$ cat src/rtl/mul_seq.sv
// Sequential signed multiplier: radix-2 shift-add on operand magnitudes, sign applied at the end.
// Latency: OPW+1 clock edges from the accepting start edge to valid.
// Backpressure: none; start is ignored while busy, and result/valid hold in DONE until the next accepted start.
module mul_seq #(
  parameter int OPW = 32
) (
  input  logic               clock,
  input  logic               reset,
  input  logic               start,
  input  logic               muordi,
  input  logic [OPW-1:0]     opera1,
  input  logic [OPW-1:0]     opera2,
  output logic [2*OPW-1:0]   result,
  output logic               valid,
  output logic               busy
);

  localparam int CW = $clog2(OPW + 1);

  localparam logic [1:0] IDLE = 2'd0;
  localparam logic [1:0] RUN  = 2'd1;
  localparam logic [1:0] SIGN = 2'd2;
  localparam logic [1:0] DONE = 2'd3;

  localparam logic [CW-1:0] LAST = CW'(OPW - 1);

  logic [1:0]       state;
  logic [OPW-1:0]   mcand;
  logic [OPW-1:0]   mplier;
  logic [2*OPW-1:0] acc;
  logic [CW-1:0]    cnt;
  logic             neg;

  logic             accept;
  logic [OPW-1:0]   mag1;
  logic [OPW-1:0]   mag2;
  logic [OPW:0]     sum;
  logic [2*OPW-1:0] acc_neg;

  assign accept = start && !muordi && (state == IDLE || state == DONE);

  // Unsigned magnitudes; the most-negative operand maps to 2^(OPW-1) without overflow.
  assign mag1 = opera1[OPW-1] ? (OPW'(0) - opera1) : opera1;
  assign mag2 = opera2[OPW-1] ? (OPW'(0) - opera2) : opera2;

  // Extra top bit holds the carry out of the upper-half add before the shift.
  assign sum = {1'b0, acc[2*OPW-1:OPW]} + {1'b0, (mplier[0] ? mcand : OPW'(0))};

  assign acc_neg = ~acc + {{(2*OPW-1){1'b0}}, 1'b1};

  always_ff @(posedge clock or posedge reset) begin
    if (reset) begin
      state  <= IDLE;
      mcand  <= '0;
      mplier <= '0;
      acc    <= '0;
      cnt    <= '0;
      neg    <= 1'b0;
      result <= '0;
      valid  <= 1'b0;
      busy   <= 1'b0;
    end else begin
      case (state)
        IDLE, DONE: begin
          if (accept) begin
            mcand  <= mag1;
            mplier <= mag2;
            neg    <= opera1[OPW-1] ^ opera2[OPW-1];
            acc    <= '0;
            cnt    <= '0;
            busy   <= 1'b1;
            valid  <= 1'b0;
            state  <= RUN;
          end
        end
        RUN: begin
          acc    <= {sum, acc[OPW-1:1]};
          mplier <= mplier >> 1;
          cnt    <= cnt + CW'(1);
          if (cnt == LAST) begin
            state <= SIGN;
          end
        end
        SIGN: begin
          result <= neg ? acc_neg : acc;
          valid  <= 1'b1;
          busy   <= 1'b0;
          state  <= DONE;
        end
        default: begin
          state <= IDLE;
        end
      endcase
    end
  end

endmodule

$ cat config.mk
export PLATFORM = sky130hd
export DESIGN_NAME = mul_seq
export DESIGN_NICKNAME = d
export VERILOG_FILES = /design/src/rtl/mul_seq.sv
export SDC_FILE = /design/constraint.sdc
export NUM_CORES = 1
export LEC_CHECK = 0
export BUFFER_PORTS_ARGS = -buffer_cell sky130_fd_sc_hd__buf_2
export CORE_AREA = 2 2 154 156
export CTS_CLUSTER_DIAMETER = 100
export DETAILED_ROUTE_END_ITERATION = 10
export DIE_AREA = 0 0 156 158
export GPL_ROUTABILITY_DRIVEN = 1
export HOLD_SLACK_MARGIN = 0.12
export PLACE_DENSITY = 0.84
export SETUP_SLACK_MARGIN = 0.5
export SYNTH_ARGS = -nofsm -noshare
export SYNTH_HDL_FRONTEND = slang
export SYNTH_SLANG_ARGS = --single-unit
export TNS_END_PERCENT = 20
$ cat constraint.sdc
create_clock -name clock -period 8.3 [get_ports clock]
set_clock_uncertainty 0.15 [all_clocks]
set_input_delay 1.245 -clock clock [delete_from_list [all_inputs] [get_ports clock]]
set_output_delay 1.245 -clock clock [all_outputs]
set_load 0.02 [all_outputs]
==> impl_metrics.csv, run 1 <==
group,metric,value,unit
run_status,status,"complete, no violations",
floorplan,die_h,158,µm
cells_and_area,design_area,13700,µm²
hold_path,hold_path_depth,2,
synth,synth.largest_area_cell,"dfrtp_1",
sta,hold_viol,0,
setup_path,cp.arrival,3.95,ns
setup_path,ff2ff_path_depth,11,
floorplan,ios,134,
pwr,internal_power,2.731,mW
pwr,p_comb_frac,0.457,
cells_and_area,final_common_cell,"dfrtp_1",
placement,gp_congestion,0.8876,
clocking,clk_latency,0.52,ns
cells_and_area,syn2layout_area_growth,12.32,%
route,drt_iter0_drc,735,
hold_path,hold_end,"mplier[9]",
setup_path,r2r-end,"acc[55]",
setup_path,cp_cell_sequence,"and2_1 -> ha_1 -> inv_1 -> fa_1 -> nand2b_1 -> a21oi_1 -> o21ai_0 -> a211oi_1 -> o21ai_0 -> a21o_1 -> a32o_1",
synth,syn_area,12190,µm²
floorplan,die-area,24650,µm²
sta,post-route-min-period,3.704,ns
floorplan,chipWidth,156,µm
cells_and_area,n_antenna_cell,0,
synth,ys_async_sr_fraction,1.000,
synth,yosys.area_share.simple,0.1693,
clocking,hold_buffers,0,
setup_path,setup.worst_path.start,"mplier[0]",
route,wl_per_cell,16.62,µm
cells_and_area,finalNetCount,1561,
grt,grt_max_degree,132,
clocking,cts_resized,0,
pwr,ir_worst_vdd,0.1680,mV
clocking,cts_buffers,22,
setup_path,crit_slowest_cell,"dfrtp_1",
setup_path,cp_top_family,"compound AO/OA/AOI/OAI gates",
synth,syn_nets,1474,
hold_path,hp-start,"mplier[9]",
pwr,p_clk_frac,0.192,
synth,synth.avg_cell_area,8.927,µm²
setup_path,cpMostUsedCell,"o21ai_0",
grt,grt_pass1_vias,9708,
route,postRouteAntennaNets,0,
synth,synth_top_family_by_area,"compound AO/OA/AOI/OAI gates",
grt,grt_first_pass_wirelength,48.86,mm
floorplan,coreArea,23050,µm²
job,cap_violations,0,
sta,tightest_slew,1.136,ns
pwr,swShare,0.4386,
synth,ys_seq_area_frac,0.4166,
setup_path,slowest_delay,0.77,ns
grt,grt_usage,0.2406,
route,num_vias,10270,
sta,slew_viol_final,0,
hold_path,hold_class,"reg2reg",
sta,clock.fmax,269.9,MHz
synth,ys_ff_latch,203,
route,vias_per_cell,5.846,
cells_and_area,mostFrequentLayoutCells,"dfrtp_1, nand2_1, o21ai_0",
synth,synth_compound_gate_area_share,0.2228,
route,drc_errors,0,
route,dr.pass1.iters,5,
setup_path,crit_type,"reg2reg",
synth,synth_xor_xnor_area_share,0.1020,
clocking,clk_pin_slew,0.06,ns
placement,place_area,13020,µm²
synth,synth.top_cell.area_share,0.4166,
setup_path,worstPathMaxFanout,33,
synth,synth_adder_area_share,0.04166,
cells_and_area,layout.filler_cells,1997,
setup_path,r2r_setup_slack,4.60,ns
synth,synthMuxAreaShare,0.01590,
synth,synth_ff_type,"dfrtp_1",
grt,globalRoute.totalOverflow,0,
clocking,cts_setup_buffers,0,
floorplan,initial_core_util,0.5290,
sta,min_period_over_period,0.4463,
clocking,cts_max_level,1,
sta,slew_headroom,0.2427,
sta,setup_viol,0,
synth,synth_cell_type_count,67,
synth,synth_edf_count,0,
cells_and_area,layout-drive-gt1-share,0.1357,
setup_path,end_kind,"flip-flop",
sta,rsz0062_at_grt,"no",
pwr,power.leakage,6.420,nW
synth,synth_area_leaders,"dfrtp_1, xor2_1, o21ai_0, nand2_1, a21oi_1",
clocking,max-clock-path-buffers,3,
placement,numPortBuffers,133,
setup_path,timing.rr.start,"mplier[0]",
pwr,p_seq_frac,0.351,
clocking,root_buffer,"clkbuf_16",
route,wl,29.18,mm
grt,antenna_found_initial,0,
setup_path,cp.buffers_inverters,1,
floorplan,rows,56,
setup_path,required,8.55,ns
clocking,tritoncts,"yes",
placement,dp_hpwl,20.59,mm
synth,yosysWarnings,0,
clocking,cts_sinks,203,
synth,syn_inst,1366,
pwr,switchingPower,2.134,mW
pwr,p_per_area,355.2,nW/µm²
sta,setup_tns,0,ns
setup_path,startpoint_type,"flip-flop",
[routing by layer]
metal  vias to the layer above  wire length (µm)  global-route usage
li1                       5070                 -                   -
met1                      4868             14010              0.3523
met2                       287             12960              0.3807
met3                        41              1737             0.03039
met4                         0               478             0.06029
met5                         -                 0                   0
[kinds of logic after synthesis]
family,count (synthesis)
AO/OA/AOI/OAI,432
AND/OR/NAND/NOR,427
buffers and inverters,103
XOR/XNOR,142
multiplexers,19
adder cells (fa/ha/maj),40
flip-flops,203
[worst max-delay path by stage]
stage | endpoint | cells past startpoint
2_1_floorplan | acc[0] | 1
3_3_place_gp | mplier[29] | 8
3_5_place_dp | mplier[29] | 8
4_1_cts | acc[55] | 11
5_1_grt | acc[48] | 10
6_report | acc[55] | 11
[Yosys cell counts (all sizes together) (3+ instances only)]
| cell type | instances |
|---|---|
| dfrtp | 203 |
| nand2 | 160 |
| o21ai | 148 |
| xor2 | 115 |
| a21oi | 110 |
| nor2 | 104 |
| clkbuf | 65 |
| o31ai | 43 |
| ha | 39 |
| and2 | 34 |
| a22o | 32 |
| xnor2 | 27 |
| inv | 25 |
| or4 | 22 |
| nor3 | 21 |
| a21o | 19 |
| o41ai | 19 |
| or3 | 17 |
| mux2i | 16 |
| nand3 | 15 |
| buf | 13 |
| nand2b | 11 |
| nand4 | 10 |
| nor4 | 10 |
| o22ai | 9 |
| a211oi | 7 |
| nand3b | 7 |
| o211ai | 7 |
| o21bai | 7 |
| or2 | 5 |
| a31oi | 4 |
| a32o | 4 |
| and3 | 4 |
| nor2b | 4 |
| a21boi | 3 |
| mux2 | 3 |
[power groups by stage]
stage | clock network [mW] | logic, mW | registers [mW]
CTS | 0.951 | 2.22 | 1.70
finish | 0.934 | 2.22 | 1.71
global placement | 0 | 2.15 | 1.70
floorplan | 0 | 1.50 | 1.78
global route | 0.993 | 2.49 | 1.77
detailed placement | 0 | 2.21 | 1.72
[registers in the layout (all words and copies together), names as in the netlist]
signal  cells
acc        64
result     64
mcand      32
mplier     32
cnt         6
state       2
busy        1
neg         1
valid       1
[through the flow]
stage | power (mW) | instances | setup slack (ns) | hold slack [ns] | utilization
2_1_floorplan | 3.287 | 1366 | 1.366 | 0.2856 | -
3_3_place_gp | 3.845 | 1719 | 4.425 | 0.2986 | 0.5649
3_5_place_dp | 3.928 | 1719 | 4.362 | 0.3045 | 0.5649
4_1_cts | 4.880 | 1756 | 4.603 | 0.3182 | 0.5942
5_1_grt | 5.250 | 1756 | 4.315 | 0.3593 | 0.5942
6_report | 4.865 | 1756 | 4.596 | 0.3183 | 0.5942
[worst reg2reg max path, cell delays in order, from the launching register on]
cell,delay (ns)
dfrtp_1,0.77
and2_1,0.24
ha_1,0.19
inv_1,0.07
fa_1,0.39
nand2b_1,0.18
a21oi_1,0.32
o21ai_0,0.28
a211oi_1,0.34
o21ai_0,0.21
a21o_1,0.22
a32o_1,0.24
[area by class of cell]
class,count,area [µm²],share of cell area
Timing Repair Buffer,141,725.7,0.05298
Multi-Input combinational cell,1060,6750,0.4928
Sequential cell,203,5081,0.3710
Inverter,25,101.3,0.007399
Clock inverter,8,78.83,0.005755
Clock buffer,29,596.8,0.04357
Tap cell,290,362.8,0.02649
(Power assumes the default switching activity.)
==> inputs of run 2 (changes only) <==
--- a/config.mk
+++ b/config.mk
@@ -12,7 +12,7 @@
 export DIE_AREA = 0 0 156 158
 export GPL_ROUTABILITY_DRIVEN = 1
 export HOLD_SLACK_MARGIN = 0.12
-export PLACE_DENSITY = 0.84
+export PLACE_DENSITY = 0.87
 export SETUP_SLACK_MARGIN = 0.5
 export SYNTH_ARGS = -nofsm -noshare
 export SYNTH_HDL_FRONTEND = slang
==> constraint.sdc (replaced) <==
create_clock -name clock -period 3 [get_ports clock]
set_clock_uncertainty 0.15 [all_clocks]
set_input_delay 0.45 -clock clock [delete_from_list [all_inputs] [get_ports clock]]
set_output_delay 0.45 -clock clock [all_outputs]
set_load 0.02 [all_outputs]
==> run 2 against run 1 <==
Compared with the run above: clock-buffer cell count up 1; first-iteration DRC count increased by 12%; total power grew to 3.1 times the previous value; largest cell class unchanged; highest routed layer unchanged.
==> impl_metrics.csv, run 2 (same netlist as run 1, synthesis figures left out) <==
group,metric,value,unit
run_status,status,"complete, no violations",
placement,place_worst_setup_slack,-0.06714,ns
clocking,clk_latency,0.51,ns
placement,gp_congestion,0.9396,
setup_path,worstPathMaxFanout,4,
setup_path,end_kind,"flip-flop",
cells_and_area,largest_registers,"acc x64, result x64",
sta,fin_ws,0.06979,ns
route,wl_per_cell,17.07,µm
grt,grt_pass1_vias,10280,
sta,min_period_over_period,0.9767,
pwr,ir_worst_vdd,0.5494,mV
route,vias_per_cell,5.937,
sta,post-route-min-period,2.930,ns
floorplan,ios,134,
sta,whs,0.1282,ns
setup_path,r2r-end,"result[37]",
grt,grt_usage,0.2493,
cells_and_area,design_area,15000,µm²
floorplan,die-area,24650,µm²
sta,setup_viol,0,
setup_path,required,3.20,ns
pwr,power.leakage,6.957,nW
clocking,cts_buffers,22,
pwr,power.total,14.92,mW
sta,rsz0062_at_grt,"yes",
placement,place_area,13600,µm²
sta,tightest_slew,0.7837,ns
pwr,p_per_area,994.1,nW/µm²
floorplan,chipWidth,156,µm
cells_and_area,layout-drive-gt1-share,0.2232,
clocking,cts_sinks,203,
setup_path,r2r_setup_slack,0.07,ns
hold_path,hold_end,"mcand[31]",
sta,clock.fmax,341.3,MHz
hold_path,hp-start,"opera1[28]",
grt,globalRoute.totalOverflow,0,
grt,antenna_found_initial,0,
route,drc_errors,0,
floorplan,initial_core_util,0.5290,
sta,setup_tns,0,ns
cells_and_area,finalNetCount,1652,
placement,numPortBuffers,133,
clocking,cts_max_level,1,
hold_path,hold_path_depth,3,
grt,grt_first_pass_wirelength,50.60,mm
route,dr.pass1.iters,5,
cells_and_area,n_antenna_cell,0,
route,num_vias,10980,
setup_path,cp.arrival,3.13,ns
sta,slew_headroom,0.4740,
setup_path,timing.rr.start,"acc[28]",
job,cap_violations,0,
route,postRouteAntennaNets,0,
route,drt_iter0_drc,821,
clocking,root_buffer,"clkbuf_16",
cells_and_area,syn2layout_area_growth,23.05,%
clocking,max-clock-path-buffers,3,
grt,grt_max_degree,129,
placement,dp_hpwl,21.92,mm
floorplan,die_h,158,µm
clocking,tritoncts,"yes",
setup_path,ff2ff_path_depth,7,
sta,hold_viol,0,
cells_and_area,final_common_cell,"dfrtp_1",
cells_and_area,mostFrequentLayoutCells,"dfrtp_1, nand2_1, buf_2",
floorplan,rows,56,
sta,slew_viol_final,0,
hold_path,hold_class,"in2reg",
floorplan,coreArea,23050,µm²
setup_path,crit_type,"reg2reg",
setup_path,startpoint_type,"flip-flop",
clocking,clk_pin_slew,0.06,ns
route,wl,31.56,mm
[run 2: changes by cell type in the layout (fill, tap and decap cells not counted), moves of 5 or more]
cell	before	now
o31ai_1	41	35
o21ai_0	147	129
a21oi_2	1	6
a21oi_1	109	102
ha_1	38	28
o21ai_2	0	8
o21ai_1	1	10
or4_1	20	15
or4_4	2	7
dlygate4sd3_1	0	9
o31ai_4	1	6
ha_4	1	9
buf_4	8	86
[run 2: critical path, cell delays in order (launching register included)]
cell,delay (ns)
dfrtp_1,0.38
or4_4,0.54
or4_4,0.60
nor4_4,0.34
inv_1,0.17
o41ai_2,0.32
xor2_1,0.19
a21oi_1,0.08
[run 2: where the power goes]
group          switching [mW]  total (mW)  internal [mW]
Sequential              0.828        4.62           3.79
Combinational            4.55        7.45           2.90
Clock                    1.12        2.85           1.73
[run 2: layer usage]
metal,up-vias,wire (µm),GRT usage,share of wire
met3,54,2059,0.02792,0.065
li1,5263,-,-,-
met5,-,0,0,0
met4,0,573,0.05898,0.018
met2,393,14660,0.4058,0.46
met1,5268,14260,0.3597,0.45
[run 2: cell type report]
class	count	area (µm²)
clock inverter	9	136.4
multi-input combinational	1060	7218
fill	1757	8048
sequential	203	5082
tap	290	362.8
clock buffer	30	630.6
inverter	25	97.59
timing repair buffer	232	1476
[run 2: worst max-delay path by stage]
| stage | start | endpoint | cells after the start | slack [ns] |
|---|---|---|---|---|
| finish | acc[28] | result[37] | 7 | 0.07 |
| global route | acc[28] | result[37] | 7 | -0.002 |
| CTS | acc[10] | result[57] | 7 | 0.14 |
| detailed placement | mplier[0] | acc[55] | 12 | -0.07 |
| global placement | mplier[0] | acc[55] | 12 | -0.03 |
| floorplan | reset | acc[0] | 1 | -0.23 |
[run 2: metrics by stage]
stage | std cells | util
CTS | 1844 | 0.6400
detailed placement | 1791 | 0.5898
global placement | 1791 | 0.5898
finish | 1849 | 0.6509
floorplan | 1366 | -
global route | 1849 | 0.6509
[run 2: timing repair]
| action | 4_1_cts | 5_1_grt |
|---|---|---|
| hold endpoints to repair | 211 | 0 |
| buffers inserted | 5 | 5 |
| hold buffers | 9 | 0 |
| resized for setup | 58 | 43 |
| endpoints found under the setup margin | 65 | 86 |
| pin swaps | 19 | 28 |
